===== config.mk =====
export PLATFORM = sky130hd
export DESIGN_NAME = shift_sched
export DESIGN_NICKNAME = d
export VERILOG_FILES = /design/src/rtl/shift_sched_pkg.sv /design/src/rtl/shift_gate.sv /design/src/rtl/shift_rr_arb.sv /design/src/rtl/shift_sched.sv
export SDC_FILE = /design/constraint.sdc
export NUM_CORES = 1
export LEC_CHECK = 0
export BUFFER_PORTS_ARGS = -buffer_cell sky130_fd_sc_hd__buf_2
export CORE_UTILIZATION = 30
export CTS_BUF_LIST = sky130_fd_sc_hd__clkbuf_8
export DETAILED_ROUTE_END_ITERATION = 8
export HOLD_SLACK_MARGIN = 0.12
export PLACE_DENSITY = 0.56
export SYNTH_ARGS = -nofsm -noshare
export SYNTH_HDL_FRONTEND = slang
export SYNTH_SLANG_ARGS = --single-unit

===== constraint.sdc =====
create_clock -name clk -period 2.52 [get_ports clk]
set_input_delay 0.126 -clock clk [delete_from_list [all_inputs] [get_ports clk]]
set_output_delay 0.126 -clock clk [all_outputs]
set_load 0.02 [all_outputs]

===== src/rtl/shift_sched_pkg.sv =====
// Shared types and constants for the shift scheduler.
package shift_sched_pkg;

    typedef enum logic [1:0] {
        ST_IDLE = 2'd0,
        ST_EXEC = 2'd1,
        ST_RESP = 2'd2
    } state_t;

    localparam logic DIR_LEFT  = 1'b0;
    localparam logic DIR_RIGHT = 1'b1;

    typedef struct packed {
        logic [3:0] a;
        logic [1:0] amt;
        logic       dir;
    } req_t;

endpackage


===== src/rtl/shift_gate.sv =====
// 4-bit logical shifter: zero fill both ways, bits shifted out are dropped.
module shift_gate
    import shift_sched_pkg::*;
(
    input  logic [3:0] a,
    input  logic [1:0] amt,
    input  logic       dir,
    output logic [3:0] y
);

    // Pure combinational shift; amt 0 passes the operand through.
    always_comb begin
        if (dir == DIR_RIGHT) y = a >> amt;
        else                  y = a << amt;
    end

endmodule


===== src/rtl/shift_rr_arb.sv =====
// Two-way arbiter: fixed priority to requester 0, or round-robin on last_grant.
module shift_rr_arb (
    input  logic [1:0] valid,
    input  logic       prio_fixed,
    input  logic       last_grant,
    output logic [1:0] grant
);

    // Contention goes to requester 0 in fixed mode, else to whoever did not win last.
    always_comb begin
        grant = valid;
        if (valid == 2'b11) begin
            grant = (prio_fixed || last_grant) ? 2'b01 : 2'b10;
        end
    end

endmodule


===== src/rtl/shift_sched.sv =====
// Shift scheduler: arbitrates two requesters onto one shared shifter.
// IDLE accepts one op, EXEC runs the shifter, RESP holds the result.
// Optional macro SHIFT_SCHED_PERF_EN adds saturating per-requester accept counters.
module shift_sched
    import shift_sched_pkg::*;
#(
    parameter int PRIO_FIXED = 0
) (
    input  logic       clk,
    input  logic       rst,
    input  logic       req0_valid,
    output logic       req0_ready,
    input  logic [3:0] req0_a,
    input  logic [1:0] req0_amt,
    input  logic       req0_dir,
    input  logic       req1_valid,
    output logic       req1_ready,
    input  logic [3:0] req1_a,
    input  logic [1:0] req1_amt,
    input  logic       req1_dir,
    output logic       rsp_valid,
    input  logic       rsp_ready,
    output logic [3:0] rsp_y,
    output logic       rsp_id,
`ifdef SHIFT_SCHED_PERF_EN
    output logic [7:0] perf_cnt0,
    output logic [7:0] perf_cnt1,
`endif
    output logic       busy
);

    state_t     state;
    logic       last_grant;
    logic [1:0] grant;
    logic       accept;
    req_t       req0, req1, sel, op_q;
    logic       id_q;
    logic [3:0] sh_y;

    assign req0 = '{a: req0_a, amt: req0_amt, dir: req0_dir};
    assign req1 = '{a: req1_a, amt: req1_amt, dir: req1_dir};
    assign sel  = grant[1] ? req1 : req0;

    shift_rr_arb u_arb (
        .valid      ({req1_valid, req0_valid}),
        .prio_fixed (PRIO_FIXED != 0),
        .last_grant (last_grant),
        .grant      (grant)
    );

    // Ready is a same-cycle handshake, so it is decoded from the registered state.
    assign accept     = (state == ST_IDLE) && (grant != 2'b00) && !rst;
    assign req0_ready = accept && grant[0];
    assign req1_ready = accept && grant[1];

    shift_gate u_gate (
        .a   (op_q.a),
        .amt (op_q.amt),
        .dir (op_q.dir),
        .y   (sh_y)
    );

    // Main FSM: latch on accept, register shifter output, hold until consumed.
    always_ff @(posedge clk or posedge rst) begin
        if (rst) begin
            state      <= ST_IDLE;
            busy       <= 1'b0;
            rsp_valid  <= 1'b0;
            rsp_y      <= 4'd0;
            rsp_id     <= 1'b0;
            op_q       <= '0;
            id_q       <= 1'b0;
            last_grant <= 1'b1;
        end else begin
            case (state)
                ST_IDLE: begin
                    if (accept) begin
                        op_q       <= sel;
                        id_q       <= grant[1];
                        last_grant <= grant[1];
                        busy       <= 1'b1;
                        state      <= ST_EXEC;
                    end
                end
                ST_EXEC: begin
                    rsp_y     <= sh_y;
                    rsp_id    <= id_q;
                    rsp_valid <= 1'b1;
                    state     <= ST_RESP;
                end
                ST_RESP: begin
                    if (rsp_ready) begin
                        rsp_valid <= 1'b0;
                        busy      <= 1'b0;
                        state     <= ST_IDLE;
                    end
                end
                default: begin
                    rsp_valid <= 1'b0;
                    busy      <= 1'b0;
                    state     <= ST_IDLE;
                end
            endcase
        end
    end

`ifdef SHIFT_SCHED_PERF_EN
    // Saturating accept counters, one per requester.
    always_ff @(posedge clk or posedge rst) begin
        if (rst) begin
            perf_cnt0 <= 8'd0;
            perf_cnt1 <= 8'd0;
        end else begin
            if (req0_ready && perf_cnt0 != 8'hFF) perf_cnt0 <= perf_cnt0 + 8'd1;
            if (req1_ready && perf_cnt1 != 8'hFF) perf_cnt1 <= perf_cnt1 + 8'd1;
        end
    end
`endif

endmodule


* Word level (Yosys, flattened, before mapping)
Cells that the tools add are included.
** Word-level totals
- Logic and storage cells :: 41
- Output and inout port bits :: 9
- Input bits :: 19
- Register bits :: 18
** Cells by class
- Multiplexer cells :: 11
- Shifts and indexed selects :: 2
- Reduce and logical (&&, ||, !) cells :: 11
- Bitwise operators :: 2
- Eq/ne operators :: 5
** Operators by type and width (count)
- 2-to-1 mux 2 bit :: 4
- 2-to-1 mux 7 bit :: 1
- one-hot mux 1 bit (3 select lines) :: 2
- one-hot mux 2 bit (3 select lines) :: 1
- AND reduction 2 bit :: 3
- == test 2 bit, second input constant :: 2
- logical AND 1 bit :: 4
- 2-to-1 mux 4 bit :: 1
- inequality test 2 bit, second input constant :: 2
- left shift 4 x 2 -> 4 bit :: 1
- >> shifter 4 x 2 -> 4 bit :: 1
- AND reduction 3 bit :: 1
- == test 2 x 1 -> 1 bit, second input constant :: 1
- logical NOT 2 bit :: 1
- 2-to-1 mux 1 bit :: 2
- inverter 1 bit :: 2
- nonzero test 2 bit :: 1
- logical NOT 1 bit :: 1

* Depth between registers and ports, before layout
Gate-level depths: netlist (run 1).
- Depth in word-level cells :: 7
- Mapped depth :: 6
- Gate-level depth less buffers :: 5

* Hierarchy
Synthesis (run 1) repeated with hierarchy kept, for this count alone.
** Unflattened totals
- Cells, all modules :: 81
- Area total of the unflattened synthesis :: 1013.5 µm²
** Modules (own cells, without submodules)
- shift_sched :: cells each 54, sequential area each 451.7 µm², instances 1, area an instance 817.0 µm²
- shift_gate :: cells each 23, sequential area each 0.0 µm², instances 1, area an instance 173.9 µm²
- shift_rr_arb :: cells each 4, sequential area each 0.0 µm², instances 1, area an instance 22.5 µm²

* Worst setup path before layout (run 1)
OpenSTA, ideal clock, no wires.
- Kind :: register to output
- Start :: reg state[1]
- End :: out req0_ready
- Arrival time :: 1.479 ns
- Slack :: 0.915 ns
- Path buffers :: 2
- Cell stages (with the launch flop) :: 5
- Data required time :: 2.394 ns
- Cells stage by stage :: dfrtp_1 or4_1 buf_4 buf_6 nor2_1
** On the way
- Cells in the longest elaborated chain, start to end :: 4
** Ends and longest elaborated chain
- start: declaration :: RTL line shift_sched.sv:32 : state_t state;
- start signal: assignment :: RTL line shift_sched.sv:66 : state <= ST_IDLE;
- start signal: assignment :: RTL line shift_sched.sv:82 : state <= ST_EXEC;
- start signal: assignment :: RTL line shift_sched.sv:89 : state <= ST_RESP;
- logical NOT 2 bit :: RTL line shift_sched.sv:52 : assign accept = (state == ST_IDLE) && (grant != 2'b00) && !rst;
- logical AND 1 bit (2 in a row) :: RTL line shift_sched.sv:52
- logical AND 1 bit :: RTL line shift_sched.sv:53 : assign req0_ready = accept && grant[0];
- end: declaration :: RTL line shift_sched.sv:12 : output logic req0_ready,
No other way between the ends.

* Worst setup path after layout (run 1)
- Start :: in rst
- End :: out req1_ready
** On the way
- Cells in the longest elaborated chain, start to end :: 3
** Ends and longest elaborated chain
- start: declaration :: RTL line shift_sched.sv:10 : input logic rst,
- logical NOT 1 bit (no source line)
- logical AND 1 bit :: RTL line shift_sched.sv:52
- logical AND 1 bit :: RTL line shift_sched.sv:54 : assign req1_ready = accept && grant[1];
- end: declaration :: RTL line shift_sched.sv:17 : output logic req1_ready,
No other way between the ends.

==> impl_metrics.py, run 1 <==
metrics = {
    "route": {
        "viasPerCell": 4.765,
        "antenna_left": 0,
        "drt_pass1_iterations": 6,
        "num_vias": 710,
        "drc": 2,
        "drt_iter0_markers": 8,
        "wl_mm": 1.720,
        "wire_per_inst_um": 11.54,
    },
    "synthesis": {
        "yosysTopAreaCell": "dfrtp_1",
        "netlist_area_um2": 898.4,
        "synth_cells": 91,
        "async_flop_share_pct": 100.0,
        "synth_cell_types": 28,
        "ys.flop_type": "dfrtp_1",
        "synth_top_area_share_pct": 47.35,
        "synth-edff-count": 0,
        "yosysWarningCount": 0,
        "syn_nets": 110,
        "synth-seq-area-share_pct": 50.28,
        "synthTopCellsByArea": "dfrtp_1 47%, mux2i_1 8.9%, nand2_1 5.0%, o21ai_1 3.9%, mux2_2 3.8%",
        "synth-seq-cells": 18,
        "synth_area_per_cell_um2": 9.872,
    },
    "timing": {
        "maxSlewViolCount": 0,
        "hold_ws_ps": 148.1,
        "fin_ws_ps": 342.8,
        "fin_tns_setup_ps": 0,
        "worstMarginPinSlew_ps": 701.2,
        "relSlewSlack_pct": 53.20,
        "hold_violations": 0,
        "rsz0062_at_grt": "no",
        "setup_viol": 0,
        "fmax_ghz": 0.4593,
        "period_minus_slack_ps": 2177,
        "finClkSkew_ps": 1.659,
        "finalCritPeriodShare_pct": 86.40,
    },
    "finish": {
        "fin_nets": 138,
        "fin_util_pct": 39.38,
        "area_delta_synth_final_pct": 22.98,
        "fin_area_um2": 1105,
        "n_antenna_cell": 0,
        "drive_gt1_share_pct": 31.36,
    },
    "global_route": {
        "gr-total-overflow": 0,
        "gr-usage-all-layers_pct": 11.74,
        "grt_pass1_wl_mm": 2.877,
        "first_global_vias": 681,
        "grt_max_degree": 19,
        "antenna_found_initial": 0,
    },
    "place": {
        "gp_congestion": 0.7784,
        "placed_area_um2": 1040,
        "io_buffers": 27,
        "place_ws_ps": 705.1,
        "dp.final_hpwl_mm": 1.338,
    },
    "floorplanning": {
        "dieArea_um2": 3217,
        "start_util_pct": 32.02,
        "num_rows": 19,
        "die_h_um": 56.72,
        "die_w_um": 56.72,
        "fp.coreArea_um2": 2805,
        "pin_count": 28,
    },
    "cts": {
        "hold_buffers": 1,
        "cts_sinks": 18,
        "postCtsSetupBuffers": 0,
        "clock_path_buffers": 2,
        "htreeDepth": 1,
        "clk_pin_slew_ps": 70,
        "cts_buffers": 3,
        "cts_tree": "built",
        "clockRootBuffer": "clkbuf_8",
        "post_cts_resized": 0,
        "clk-insertion-delay-late_ps": 250,
    },
    "setup_path": {
        "critPathCaptureType": "output port",
        "critPathLaunchType": "input pin",
        "worst_ep_arrival_time_ps": 2050,
        "path_max_fanout": 18,
        "worstPathRequired_ps": 2390,
        "criticalPathCategory": "input pin to output port",
    },
    "pwr": {
        "power-per-cell-area_nw_per_um2": 1115,
        "vdd_drop_max_uv": 422.5,
        "p_leak_nw": 0.5668,
    },
    "run": {
        "cap_violations": 0,
    },
    "outcome": {
        "status": "finished with violations",
        "violations": "design-rule violations",
    },
    "worst_hold_path": {
        "hold_class": "input pin to flop",
    },
}
final timing paths:
check                              to  slack (ps)        from  cells after the start
max                        req1_ready         340         rst                      7
min                           op_q[3]         150   req0_a[0]                      3
max reg2reg                last_grant         910    state[1]                      4
min reg2reg                last_grant         480  last_grant                      2
max in group asynchronous    rsp_y[3]        1540         rst                      3
min in group asynchronous   rsp_valid         540         rst                      3
area by class of cell:
| cell class | count | area [um2] |
|---|---|---|
| fillers | 298 | 1700 |
| flip-flops and latches | 18 | 451.7 |
| well taps | 31 | 38.79 |
| multi-input cells | 63 | 395.4 |
| clock buffers | 4 | 55.05 |
| inverters | 5 | 18.77 |
| repair buffers | 28 | 145.1 |
worst max-delay path, stage by stage:
cell,delay (ps)
dlygate4sd3_1,530
buf_2,120
or4_1,790
inv_2,150
nand2_1,90
inv_1,80
buf_2,160
sequential cells by signal (all words and copies together) (netlist names):
register,cells
rsp_y,4
rsp_id,1
last_grant,1
busy,1
op_q,7
id_q,1
state,2
rsp_valid,1
placed cells by master, fill, tap and decap left out:
cell type / netlist / layout
nor2_1: 5 / 5
a31oi_1: 1 / 1
a211o_1: 1 / 1
nand2b_1: 2 / 2
clkbuf_8: 0 / 4
inv_1: 4 / 4
mux2i_1: 8 / 8
a21o_1: 2 / 2
o22a_1: 1 / 1
o21ai_1: 7 / 7
buf_2: 2 / 27
dfstp_2: 1 / 1
a21oi_2: 1 / 1
nor2b_1: 3 / 3
nor3_1: 1 / 1
mux2_2: 3 / 3
a211oi_1: 2 / 2
dlygate4sd3_1: 0 / 1
dfrtp_1: 17 / 17
or4_1: 1 / 1
inv_2: 1 / 1
nand2_1: 12 / 12
a22oi_1: 1 / 1
a21oi_1: 5 / 5
o21ai_0: 4 / 4
o21a_1: 2 / 2
a2bb2oi_1: 1 / 1
per-stage QoR:
stage / instances / total power, W
3_5_place_dp: 144 / 0.001011
4_1_cts: 149 / 0.001252
5_1_grt: 149 / 0.001330
2_1_floorplan: 91 / 0.0008849
3_3_place_gp: 144 / 0.0009960
6_report: 149 / 0.001231
synthesized netlist by cell type (all sizes together) (2+ instances only):
library cell,count
inv,5
nand2b,2
dfrtp,17
a21oi,6
o21ai,11
a21o,2
mux2i,8
nor2,5
nor2b,3
mux2,3
nand2,12
buf,4
a211oi,2
o21a,2
layer usage:
metal / GRT usage (%) / part of all wire, % / vias to the layer above
met4: 6.429 / 0 / 0
met1: 13.85 / 45 / 323
li1: - / - / 370
met2: 19.73 / 51 / 17
met5: 0 / 0 / -
met3: 2.535 / 4.4 / 0
cells by family after synthesis:
logic type | count (synthesis) | share of synthesized area, %
buffers and inverters | 10 | 5.709
flip-flops | 18 | 50.28
AO/OA/AOI/OAI | 28 | 19.36
multiplexers | 11 | 12.67
AND/OR/NAND/NOR | 24 | 11.98
power breakdown:
part | switching [W] | internal, W | leakage, nW | total (W)
clock network | 0.0000939 | 0.000139 | 0.0288 | 0.000233
logic | 0.000241 | 0.000215 | 0.319 | 0.000456
registers | 0.000127 | 0.000416 | 0.219 | 0.000543
total | 0.000463 | 0.000769 | 0.567 | 0.00123
(Power assumes the default switching activity.)
==> run 2, diff against run 1 <==
Settings changed: ABC_AREA from default to 1, PLACE_DENSITY 0.56 to 0.55.
==> run 2 against run 1 <==
The run now ends clean. Register-to-register slack better by 510 ps. Global-route usage increased by 1.3 points. Clock skew up 1.8 ps. Critical path depth increased by 2. Die area rose by 12%. Worst hold slack worse by 24 ps. Largest power group is now combinational cells.
==> impl_metrics.py, run 2 <==
metrics = {
    "setup_path": {
        "path_delay_family": "buffers and inverters",
        "critPathCaptureType": "output port",
        "worst_ep_arrival_time_ps": 1640,
        "path_max_fanout": 19,
        "rr_startpoint": "state[1]",
        "reg2reg_depth": 7,
        "worstPathCellList": "dlygate4sd3_1 > buf_2 > inv_1 > buf_4 > nand2_4 > inv_6 > nand2_2 > inv_2 > buf_2",
        "critPathLaunchType": "input pin",
        "criticalPathCategory": "input pin to output port",
        "reg2reg_slack_ps": 1420,
        "crit_top_cell": "buf_2",
        "cpPeakStageDelay_ps": 530,
        "r2r_end": "last_grant",
        "crit_slowest_cell": "dlygate4sd3_1",
        "worstPathRequired_ps": 2390,
        "critPathBufInv": 7,
    },
    "cts": {
        "clockRootBuffer": "clkbuf_8",
        "post_cts_resized": 0,
        "clock_path_buffers": 2,
        "htreeDepth": 1,
        "cts_tree": "built",
        "clk_pin_slew_ps": 70,
        "cts_buffers": 3,
        "clk-insertion-delay-late_ps": 260,
        "cts_sinks": 18,
    },
    "timing": {
        "worstMarginPinSlew_ps": 323.2,
        "fmax_ghz": 0.5672,
        "hold_violations": 0,
        "finClkSkew_ps": 3.498,
        "period_minus_slack_ps": 1763,
        "fin_tns_setup_ps": 0,
        "setup_viol": 0,
        "relSlewSlack_pct": 78.45,
        "maxSlewViolCount": 0,
        "rsz0062_at_grt": "no",
        "finalCritPeriodShare_pct": 69.96,
    },
    "synthesis": {
        "ys.flop_type": "dfrtp_1",
        "yosysWarningCount": 0,
        "synth.most_common_cell": "nand2_1",
        "syn_nets": 164,
        "netlist_area_um2": 1015,
        "yosysTopAreaCell": "dfrtp_1",
        "synth_common_cells": "73 x nand2_1, 17 x dfrtp_1, 14 x nor2_1",
        "synth-edff-count": 0,
        "async_flop_share_pct": 100.0,
        "synthTopCellsByArea": "dfrtp_1 42%, nand2_1 27%, nor2_1 5.2%, inv_1 3.3%, a21oi_4 3.2%",
        "synth_cell_types": 20,
        "synth-seq-cells": 18,
        "synth-seq-area-share_pct": 44.51,
        "synth_top_area_share_pct": 41.92,
        "synth_cells": 145,
        "synth_area_per_cell_um2": 6.998,
    },
    "floorplanning": {
        "num_rows": 20,
        "dieArea_um2": 3619,
        "fp.coreArea_um2": 3128,
        "pin_count": 28,
        "die_h_um": 60.16,
        "start_util_pct": 32.44,
        "die_w_um": 60.16,
    },
    "route": {
        "wl_mm": 1.995,
        "antenna_left": 0,
        "viasPerCell": 4.087,
        "drt_pass1_iterations": 4,
        "num_vias": 895,
        "wire_per_inst_um": 9.110,
        "drc": 0,
        "drt_iter0_markers": 12,
    },
    "run": {
        "cap_violations": 0,
    },
    "worst_hold_path": {
        "hold_class": "input pin to flop",
        "hp-start": "rsp_ready",
        "min_path_cells": 4,
        "holdPathEnd": "state[1]",
    },
    "pwr": {
        "power-per-cell-area_nw_per_um2": 1024,
        "p_leak_nw": 0.7179,
        "vdd_drop_max_uv": 223.8,
    },
    "finish": {
        "top_register": "op_q",
        "largest_reg_flops": 7,
        "area_delta_synth_final_pct": 22.81,
        "fin_area_um2": 1246,
        "drive_gt1_share_pct": 28.00,
        "stdcell_count": 219,
        "n_antenna_cell": 0,
        "final_cell_mix": "73 x nand2_1, 27 x buf_2, 17 x dfrtp_1, 14 x nor2_1, 10 x inv_1",
        "fin_util_pct": 39.84,
        "reg_top3": "op_q: 7 flops, rsp_y: 4 flops, state: 2 flops",
        "fin_nets": 195,
        "mostFrequentLayoutCell": "nand2_1",
    },
    "place": {
        "placed_area_um2": 1191,
        "io_buffers": 27,
        "place_inst": 214,
        "gp_congestion": 0.7804,
        "dp.final_hpwl_mm": 1.552,
    },
    "global_route": {
        "grt_max_degree": 20,
        "gr-total-overflow": 0,
        "gr-usage-all-layers_pct": 13.06,
        "first_global_vias": 840,
        "antenna_found_initial": 0,
        "grt_pass1_wl_mm": 3.456,
    },
    "outcome": {
        "status": "complete, no violations",
    },
}
==> run 2: worst max path at each step <==
stage,start,depth (start not counted),to,slack (ps)
finish,rst,9,req1_ready,760
global placement,state[1],8,req1_ready,1260
detailed placement,state[1],8,req1_ready,1240
floorplan,rst,4,req0_ready,1340
CTS,rst,9,req1_ready,720
global route,rst,9,req1_ready,660
==> run 2: kinds of logic (layout without fill, tap and decap cells) <==
family	after synthesis	count (layout)	share of synthesized area (%)
and+or+nand+nor	98	98	39.33
buffers and inverters	20	50	9.125
DFF	18	18	44.51
AOI/OAI and AO/OA	9	9	7.028
==> run 2: metal layers <==
metal	global-route usage [%]	routed length [um]	up-vias
met1	16.27	975	369
li1	-	-	493
met5	0	0	-
met3	2.381	79	5
met4	8.306	46	0
met2	20.57	894	28
==> run 2: final cells by class <==
type	count	area, um2
Inverter	17	71.32
Sequential cell	18	451.7
Multi-Input combinational cell	107	470.5
Clock buffer	3	41.29
Fill cell	349	1882
Tap cell	44	55.05
Timing Repair Buffer	29	152.6
Clock inverter	1	3.754
==> run 2: repair_timing <==
item	CTS	global route
hold buffers	1	0
buffers inserted	0	0
endpoints found under the hold margin	17	0
==> run 2: per-stage QoR <==
step           total power, W  hold slack [ps]  setup WS, ps
5_1_grt              0.001399            158.5         658.8
4_1_cts              0.001290            129.6         723.0
3_5_place_dp         0.001077            159.0          1237
2_1_floorplan       0.0009385            96.11          1344
3_3_place_gp         0.001064            153.8          1263
6_report             0.001277            124.2         757.1
==> run 2: where the power goes <==
part	switching, W	internal [W]
sequential	0.000109	0.000415
clock	0.000103	0.000109
combinational	0.000339	0.000202
total	0.000551	0.000725
==> run 2: tightest hold or removal path, delay by kind of cell <==
family / cells / cell delay [ps]
buf+inv: 2 / 110
simple gates: 2 / 110
